[src/rtl/systolic_tile_scheduler.sv]
// systolic_tile_scheduler: issues one K-deep tile into a ROWS x COLS systolic array with skewed edge valids (optional perf counters: SCHED_PERF_CNT_EN)
module systolic_tile_scheduler #(
    parameter int ROWS        = 4,
    parameter int COLS        = 4,
    parameter int K_WIDTH     = 11,
    parameter int K_MAX       = 1024,
    parameter int MAC_LATENCY = 8
) (
    input  logic               clk_i,
    input  logic               rst_i,
    input  logic               start_i,
    input  logic [K_WIDTH-1:0] k_len_i,
    input  logic               stall_i,
    output logic               busy_o,
    output logic               done_o,
    output logic               acc_clear_o,
    output logic               rd_en_o,
    output logic [K_WIDTH-1:0] rd_addr_o,
    output logic [ROWS-1:0]    row_valid_o,
    output logic [COLS-1:0]    col_valid_o
`ifdef SCHED_PERF_CNT_EN
    ,
    output logic [31:0]        stall_cnt_o,
    output logic [31:0]        tile_cnt_o
`endif
);
    localparam int DRAIN_CYCLES = 1 + (ROWS - 1) + (COLS - 1) + MAC_LATENCY;
    localparam int DW = $clog2(DRAIN_CYCLES + 1);
    localparam int SW = (ROWS > COLS) ? ROWS : COLS;

    typedef enum logic [2:0] {IDLE, CLEAR, ISSUE, DRAIN, DONE} state_t;

    state_t             state, state_nx;
    logic [K_WIDTH-1:0] beat, klen, k_clamped;
    logic [DW-1:0]      drain;
    logic [SW-1:0]      skew;
    logic               last_beat;

    assign k_clamped   = (k_len_i > K_WIDTH'(K_MAX)) ? K_WIDTH'(K_MAX) : k_len_i;
    assign last_beat   = beat == klen - K_WIDTH'(1);
    assign rd_addr_o   = beat;
    assign row_valid_o = skew[ROWS-1:0];
    assign col_valid_o = skew[COLS-1:0];

    // state register
    always_ff @(posedge clk_i) begin
        if (rst_i) state <= IDLE;
        else       state <= state_nx;
    end

    // next-state and per-state outputs
    always_comb begin
        state_nx    = state;
        busy_o      = 1'b0;
        done_o      = 1'b0;
        acc_clear_o = 1'b0;
        rd_en_o     = 1'b0;
        case (state)
            IDLE:  if (start_i) state_nx = (k_len_i == '0) ? DONE : CLEAR;
            CLEAR: begin
                busy_o      = 1'b1;
                acc_clear_o = 1'b1;
                state_nx    = ISSUE;
            end
            ISSUE: begin
                busy_o  = 1'b1;
                rd_en_o = !stall_i;
                if (!stall_i && last_beat) state_nx = DRAIN;
            end
            DRAIN: begin
                busy_o = 1'b1;
                if (drain == '0) state_nx = DONE;
            end
            DONE: begin
                done_o   = 1'b1;
                state_nx = IDLE;
            end
            default: state_nx = IDLE;
        endcase
    end

    // tile length latch, beat address (held on the last beat so it never passes klen-1) and drain countdown
    always_ff @(posedge clk_i) begin
        if (rst_i) begin
            klen  <= '0;
            beat  <= '0;
            drain <= '0;
        end else begin
            if (state == IDLE && start_i) klen <= k_clamped;
            if (state_nx == CLEAR) beat <= '0;
            else if (rd_en_o && !last_beat) beat <= beat + K_WIDTH'(1);
            if (rd_en_o && last_beat) drain <= DW'(DRAIN_CYCLES - 1);
            else if (state == DRAIN) drain <= drain - DW'(1);
        end
    end

    // skew line: bit 0 is the read-latency-delayed issue, bit n adds n more cycles
    always_ff @(posedge clk_i) begin
        if (rst_i) skew <= '0;
        else       skew <= (skew << 1) | SW'(rd_en_o);
    end

`ifdef SCHED_PERF_CNT_EN
    // cumulative saturating stall and tile counters
    always_ff @(posedge clk_i) begin
        if (rst_i) begin
            stall_cnt_o <= '0;
            tile_cnt_o  <= '0;
        end else begin
            if (state == ISSUE && stall_i && stall_cnt_o != '1) stall_cnt_o <= stall_cnt_o + 32'd1;
            if (done_o && tile_cnt_o != '1) tile_cnt_o <= tile_cnt_o + 32'd1;
        end
    end
`endif

endmodule

[config.mk]
export PLATFORM = sky130hd
export DESIGN_NAME = systolic_tile_scheduler
export DESIGN_NICKNAME = d
export VERILOG_FILES = /design/src/rtl/systolic_tile_scheduler.sv
export SDC_FILE = /design/constraint.sdc
export NUM_CORES = 1
export LEC_CHECK = 0
export BUFFER_PORTS_ARGS = -buffer_cell sky130_fd_sc_hd__buf_4
export CORE_MARGIN = 4
export CORE_UTILIZATION = 52
export CTS_CLUSTER_DIAMETER = 50
export CTS_CLUSTER_SIZE = 12
export DETAILED_ROUTE_END_ITERATION = 8
export GPL_TIMING_DRIVEN = 0
export PLACE_DENSITY = 0.76
export SLEW_MARGIN = 10
export SYNTH_ARGS = -nofsm -noshare
export SYNTH_HDL_FRONTEND = slang
export SYNTH_SLANG_ARGS = --single-unit
[constraint.sdc]
create_clock -name clk_i -period 2.7 [get_ports clk_i]
set_input_delay 0.27 -clock clk_i [delete_from_list [all_inputs] [get_ports clk_i]]
set_output_delay 0.27 -clock clk_i [all_outputs]
set_load 0.005 [all_outputs]
---- Word-level counts from Yosys, hierarchy flattened ----
Cells that the tools add are included.
storage, ports and cells
  flip-flop bits (word level) ............. 33
  input bits .............................. 15
  output and inout bits ................... 23
  word-level logic and storage cells ...... 42
operators by class
  add/sub/neg operators ................... 3
  magnitude comparators ................... 1
  equal/unequal tests ..................... 6
  mux-type cells .......................... 12
  bitwise gates (word level) .............. 1
  reduce and logical (&&, ||, !) cells .... 13
operators by type and width
  kind                   count
  $mux 3                 4
  $pmux 3 s4             1
  $add 11x1->11 const B  1
  $eq 11x11->1           1
  $gt 11x11->1 const B   1
  $logic_not 11->1       1
  $mux 11                1
  $sub 11x1->11 const B  1
  $mux 4                 2
  $eq 3x1->1 const B     2
  $eq 3x2->1 const B     2
  $logic_and 1x1->1      4
  $logic_not 4->1        1
  $mux 1                 4
  $or 4x1->4             1
  $reduce_or 2->1        2
  $sub 4x1->4 const B    1
  $eq 3x3->1 const B     1
  $logic_not 3->1        1
  $reduce_or 3->1        1
  $logic_not 1->1        2
  $reduce_bool 2->1      1

---- Longest topological paths before layout ----
Gate-level depths: netlist of run 1.
  depth after elaboration ................. 7
  gate-level depth with buffers ........... 10

---- Worst setup path before layout of run 1 ----
OpenSTA, ideal clock, no wires.
  path kind ............................... register to register
  from .................................... reg klen[0]
  to ...................................... reg state[0]
  data arrival time ....................... 2.127 ns
  data required time ...................... 2.609 ns
  path slack .............................. 0.482 ns
  cell stages (with the launch flop) ...... 9
  buffers on the path ..................... 0
  path through ............................ dfxtp_1 inv_1 ha_1 nor2b_1 a2111o_1 o2111ai_1 o2111ai_2 or3_1 a311oi_1
between the ends
  word-level cells in the longest chain between the ends .. 5
RTL lines
  element                   line  text
  start: declaration        34    logic [K_WIDTH-1:0] beat, klen, k_clamped;
  start signal: assignment  89    if (state == IDLE && start_i) klen <= k_clamped;
  $sub 11x1->11             40    assign last_beat = beat == klen - K_WIDTH'(1);
  $eq 11x11->1              40
  $logic_and 1x1->1         68    if (!stall_i && last_beat) state_nx = DRAIN;
  $mux 3                    68
  $pmux 3 s4                58    case (state)
  end signal: assignment    48    else state <= state_nx;
  end: declaration          33    state_t state, state_nx;
No other way between the ends.
A chain may end at the register's enable or synchronous reset.

---- Worst setup path in the final report of run 1 ----
  from .................................... reg klen[0]
  to ...................................... reg beat[10] (netlist: rd_addr_o[10])
between the ends
  word-level cells in the longest chain between the ends .. 7
  elaborated cells on any way between the ends .. 9
  those cells by class .................... 1 x add/sub; 2 x eq/ne; 2 x mux; 4 x reduce/logical
RTL lines
  element                           line  text
  $sub 11x1->11 (*)                 40
  $eq 11x11->1 (*)                  40
  $logic_and 1x1->1                 68
  $mux 3                            68
  $pmux 3 s4                        58
  $eq 3x1->1                        90    if (state_nx == CLEAR) beat <= '0;
  $reduce_or 2->1 (no source line)  --
  end signal: assignment            91    else if (rd_en_o && !last_beat) beat <= beat + K_WIDTH'(1);
  end: declaration                  34
Mark *: on every way between the ends. The rest lies on a longest branch, timed or not.

==> flow_summary.ini, run 1 <==
[yosys]
synth_cells = 222
synthXorXnorAreaFrac = 0.0794
synth_edf_count = 0
synth_warnings = 0
synth-simple-area-share = 0.315
yosysSeqAreaShare = 0.352
avgSynthCellArea_sq_um = 8.45
synth_area_leader_cell = dfxtp_1
synth_ff_type = dfxtp_1
synth_seq_cells = 33
synth.distinct_cells = 45
mappedNetlistNets = 241
netlist_area_sq_um = 1880
synth_mux_area_frac = 0.0213
synth_top_family_by_area = simple AND/OR/NAND/NOR gates
synthDominantCellAreaShare = 0.352
synth_top_cells_by_area = dfxtp_1 (35%), xnor2_1 (4.7%), nor2_1 (4.6%)
synth-compound-area-share = 0.149
synth_fa_ha_area_frac = 0.0267
async_reset_ff_frac = 0

[clock_network]
cts_buffers = 5
cts_tree = yes
htreeDepth = 2
clock_latency_ns = 0.33
clk_path_buf_depth = 2
cts_root_buffer = clkbuf_4
path_clk_slew_ns = 0.10
post-cts-setup-buffers = 0
cts_resized = 0
cts_sinks = 33
hold_buffers = 0

[sta]
grt_setup_unrepaired = no
tns_ns = 0
finalMaxSlewViolations = 0
max_freq_mhz = 405
fin_crit_sh = 0.914
setup-violations-final = 0
final-hold-violation-count = 0
finClkSkew_ns = 0.00700
period_needed_ns = 2.47
tightest_slew_ns = 0.446
max_slew_margin = 0.703

[final_layout]
areaGrowthSynthToFinish_pct = 21.8
final_area_sq_um = 2280
n_antenna_cell = 0
drive_gt1_frac = 0.232
multi_input_area_sq_um = 1110
fillers = 310
stdcell_count = 313
fin_nets = 285
regArea_sq_um = 662

[drt]
dr.pass1.iters = 6
vias = 1681
antenna_left = 0
drt_iter0_drc = 85
wire_per_inst_um = 12.7
routed_wl_mm = 3.97
routed_via_density = 5.37
drc = 0

[global_route]
grtUsageTotal = 0.191
grt_remaining_overflow = 0
grt_max_degree = 11
first_global_vias = 1501
grt_pass1_wl_mm = 6.70
antenna_found_initial = 0

[die]
io_pins = 38
die_h_um = 68.1
core_area_sq_um = 3420
num_rows = 21
initial_core_util = 0.549
die_width_um = 68.1
die-area_sq_um = 4630

[power_and_ir_drop]
p_per_area_nw_per_um2 = 440
power_uw = 1010
ir_drop_v = 0.000315
leakagePower_uw = 0.000929

[placed_design]
dp_cells = 305
hpwlAfterDp_mm = 3.12
place_area_sq_um = 2210
gp_congestion = 0.809
portBuffers = 37

[min_path]
min-delay-path-class = input pin to flop

[status]
status = finished, final reports clean

[worst_setup_path]
cp-start-kind = flop
worstPathArrival_ns = 2.73
cp_max_fo = 10
end_kind = flop
required_ns = 2.96
path_class = flop to flop

[flow_run]
maxCapViolations = 0
==> final cells by class <==
type	count	area share
multi-input combinational	167	0.486
sequential	33	0.290
timing repair buffer	37	0.122
buffer	15	0.0350
clock buffer	7	0.0285
tap	46	0.0252
inverter	7	0.0115
clock inverter	1	0.00219
==> synthesized netlist by cell type (all sizes together) (2+ instances only) <==
master	instances
xnor2	10
and3	4
mux2i	4
clkbuf	8
dfxtp	33
nand2b	4
a21oi	17
nand4	5
xor2	7
nand3	5
and2	4
o211ai	3
buf	7
nor3b	9
or4	4
nand2	18
and3b	2
o2111ai	4
or3	2
a22oi	3
nor2	23
o21ai	6
nor4	7
nor3	5
inv	7
ha	4
nor2b	6
nor4b	2
==> stage by stage <==
step	hold slack [ns]	setup WS (ns)	util
global route	0.125	0.0716	0.669
detailed placement	0.470	0.0833	0.647
CTS	0.127	0.0539	0.668
global placement	0.461	0.199	0.647
floorplan	0.342	0.482	-
finish	0.135	0.232	0.669
==> per-layer routing <==
| layer | track usage | share of wire | up-vias |
|---|---|---|---|
| met5 | 0 | 0 | - |
| met4 | 0.0670 | 0.015 | 0 |
| met3 | 0.0443 | 0.045 | 6 |
| met2 | 0.292 | 0.44 | 33 |
| met1 | 0.263 | 0.50 | 765 |
| li1 | - | - | 877 |
==> worst max-delay path: stages, from the launching register on <==
cell       delay [ns]
dfxtp_2          0.37
inv_1            0.07
ha_1             0.25
nor2b_2          0.27
and2_1           0.17
o2111ai_1        0.14
o2111ai_2        0.31
o21ai_2          0.13
buf_6            0.16
nor4_2           0.30
mux2i_1          0.22
==> kinds of logic after synthesis <==
group,count (synthesis)
mux,4
xor+xnor,17
compound gates,40
flops,33
buf+inv,22
simple gates,102
fa+ha+maj,4
==> cell usage in the layout, fill, tap and decap left out, drive strengths merged, types with 2 or more instances in the layout <==
master	instances
a21oi	17
a22oi	3
and2	4
and3	4
and3b	2
buf	44
clkbuf	15
dfxtp	33
ha	4
inv	7
mux2i	4
nand2	18
nand2b	4
nand3	5
nand4	5
nor2	23
nor2b	6
nor3	5
nor3b	9
nor4	7
nor4b	2
o2111ai	4
o211ai	3
o21ai	6
or3	2
or4	4
xnor2	10
xor2	7
==> path summary, 6_finish.rpt <==
check             cells past startpoint  slack [ns]     start              to
hold reg to reg                       2        0.48  klen[10]        klen[10]
hold / removal                        2        0.14     rst_i  col_valid_o[2]
setup reg to reg                     10        0.23   klen[0]   rd_addr_o[10]
setup / recovery                     10        0.23   klen[0]   rd_addr_o[10]
==> state kept, by name, indices dropped and copies added (netlist names) <==
| register | cells |
|---|---|
| col_valid_o | 4 |
| rd_addr_o | 11 |
| state | 3 |
| klen | 11 |
| drain | 4 |
==> report_power, final <==
part           total (uW)  internal (uW)  switching [uW]
Clock                 314            151             163
Sequential            516            500            16.0
Combinational         175           82.7            92.4
Total                1010            734             271
Power figures use the tool's default switching activity.
==> run 2: changes to the inputs <==
- SETUP_SLACK_MARGIN: not set -> 0.4
==> flow_summary.ini, run 2 (synthesis gave the netlist of run 1 again) <==
[status]
status = finished, final reports clean

[die]
core_area_sq_um = 3420
die_h_um = 68.1
initial_core_util = 0.549
io_pins = 38
die-area_sq_um = 4630
num_rows = 21
die_width_um = 68.1

[drt]
dr.pass1.iters = 4
routed_via_density = 5.49
antenna_left = 0
routed_wl_mm = 4.21
vias = 1756
drt_iter0_drc = 74
wire_per_inst_um = 13.1
drc = 0

[clock_network]
cts_buffers = 5
cts_sinks = 33
clock_latency_ns = 0.34
cts_root_buffer = clkbuf_4
hold_buffers = 0
clk_path_buf_depth = 2
path_clk_slew_ns = 0.10
cts_tree = yes
htreeDepth = 2

[worst_setup_path]
worstReg2RegStart = klen[4]
slowest_delay_ns = 0.47
worst-path-buf-inv = 2
crit_chain = nor3_4, buf_4, and3_1, a211o_1, a31oi_4, o21ai_2, buf_4, or4_4, nand2_2
r2r_slack_ns = 0.48
cp_top_family = simple AND/OR/NAND/NOR gates
end_kind = flop
slowest_stage = or4_4
worstPathArrival_ns = 2.51
cp_max_fo = 10
required_ns = 2.99
path_common_cell = buf_4
path_class = flop to flop
critPathLaunch = klen[4]
cp-start-kind = flop

[flow_run]
maxCapViolations = 0

[sta]
fin_crit_sh = 0.821
max_slew_margin = 0.695
finalMaxSlewViolations = 0
tns_ns = 0
max_freq_mhz = 451
final-hold-violation-count = 0
period_needed_ns = 2.22
setup-violations-final = 0
fin_ws_ns = 0.484
finClkSkew_ns = 0.0124
grt_setup_unrepaired = yes
tightest_slew_ns = 0.458

[global_route]
first_global_vias = 1532
grt_remaining_overflow = 0
antenna_found_initial = 0
grt_pass1_wl_mm = 6.86
grt_max_degree = 11
grtUsageTotal = 0.196

[final_layout]
final_common_cell = buf_4
fillers = 298
fin_util = 0.700
areaGrowthSynthToFinish_pct = 27.6
multi_input_area_sq_um = 1160
n_antenna_cell = 0
mostFrequentLayoutCells = buf_4 (47), dfxtp_1 (29), nor2_1 (23)
regArea_sq_um = 671
drive_gt1_frac = 0.288
fin_nets = 292

[power_and_ir_drop]
p_per_area_nw_per_um2 = 428
leakagePower_uw = 0.000997
ir_drop_v = 0.000313

[placed_design]
hpwlAfterDp_mm = 3.12
portBuffers = 37
gp_congestion = 0.809
place_ws_ns = 0.0833

[min_path]
min-delay-path-class = input pin to flop
holdCritStartpoint = rst_i
-- run 2: cell types whose count changed in the layout (fill, tap and decap cells not counted), sizes merged --
cell,delta
buf,+7
-- run 2: final timing paths --
| path | depth (start not counted) | end |
|---|---|---|
| worst max-delay path | 9 | rd_addr_o[4] |
| worst min-delay path | 2 | col_valid_o[2] |
| worst max register to register | 9 | rd_addr_o[4] |
| worst min register to register | 2 | klen[10] |
-- run 2: worst register-to-register path: stages, from the launching register on --
cell	delay, ns
dfxtp_1	0.43
nor3_4	0.06
buf_4	0.17
and3_1	0.18
a211o_1	0.32
a31oi_4	0.21
o21ai_2	0.13
buf_4	0.15
or4_4	0.47
nand2_2	0.06
-- run 2: cell type report --
class                           count  share of cell area
Multi-Input combinational cell    167               0.485
Clock inverter                      1             0.00209
Clock buffer                        7              0.0272
Sequential cell                    33               0.280
Buffer                             15              0.0335
Inverter                            7              0.0110
Tap cell                           46              0.0241
Timing Repair Buffer               44               0.137
-- run 2: per-stage QoR --
| step | instances | hold slack, ns | total power [uW] | area, sq um |
|---|---|---|---|---|
| finish | 320 | 0.139 | 1020 | 2390 |
| global route | 320 | 0.125 | 1090 | 2390 |
| CTS | 317 | 0.127 | 1020 | 2340 |
| detailed placement | 305 | 0.470 | 702 | 2210 |
| global placement | 305 | 0.461 | 698 | 2210 |
| floorplan | 222 | 0.342 | 648 | 1880 |
-- run 2: metal layers --
metal	global-route usage	share of wire	wire [um]
met5	0	0	0
met4	0.0670	0.014	59
met3	0.0443	0.042	177
met2	0.304	0.45	1910
met1	0.267	0.49	2060
-- run 2: where the power goes --
part	total, uW	internal [uW]	switching [uW]
clock network	313	151	163
logic	194	96.5	98.0
registers	517	500	17.4
-- run 2: timing repair --
action,CTS,global route
buffers inserted,3,3
pin swaps,2,7
endpoints found under the setup margin,16,13
gates resized for setup,8,11
gates cloned,1,0
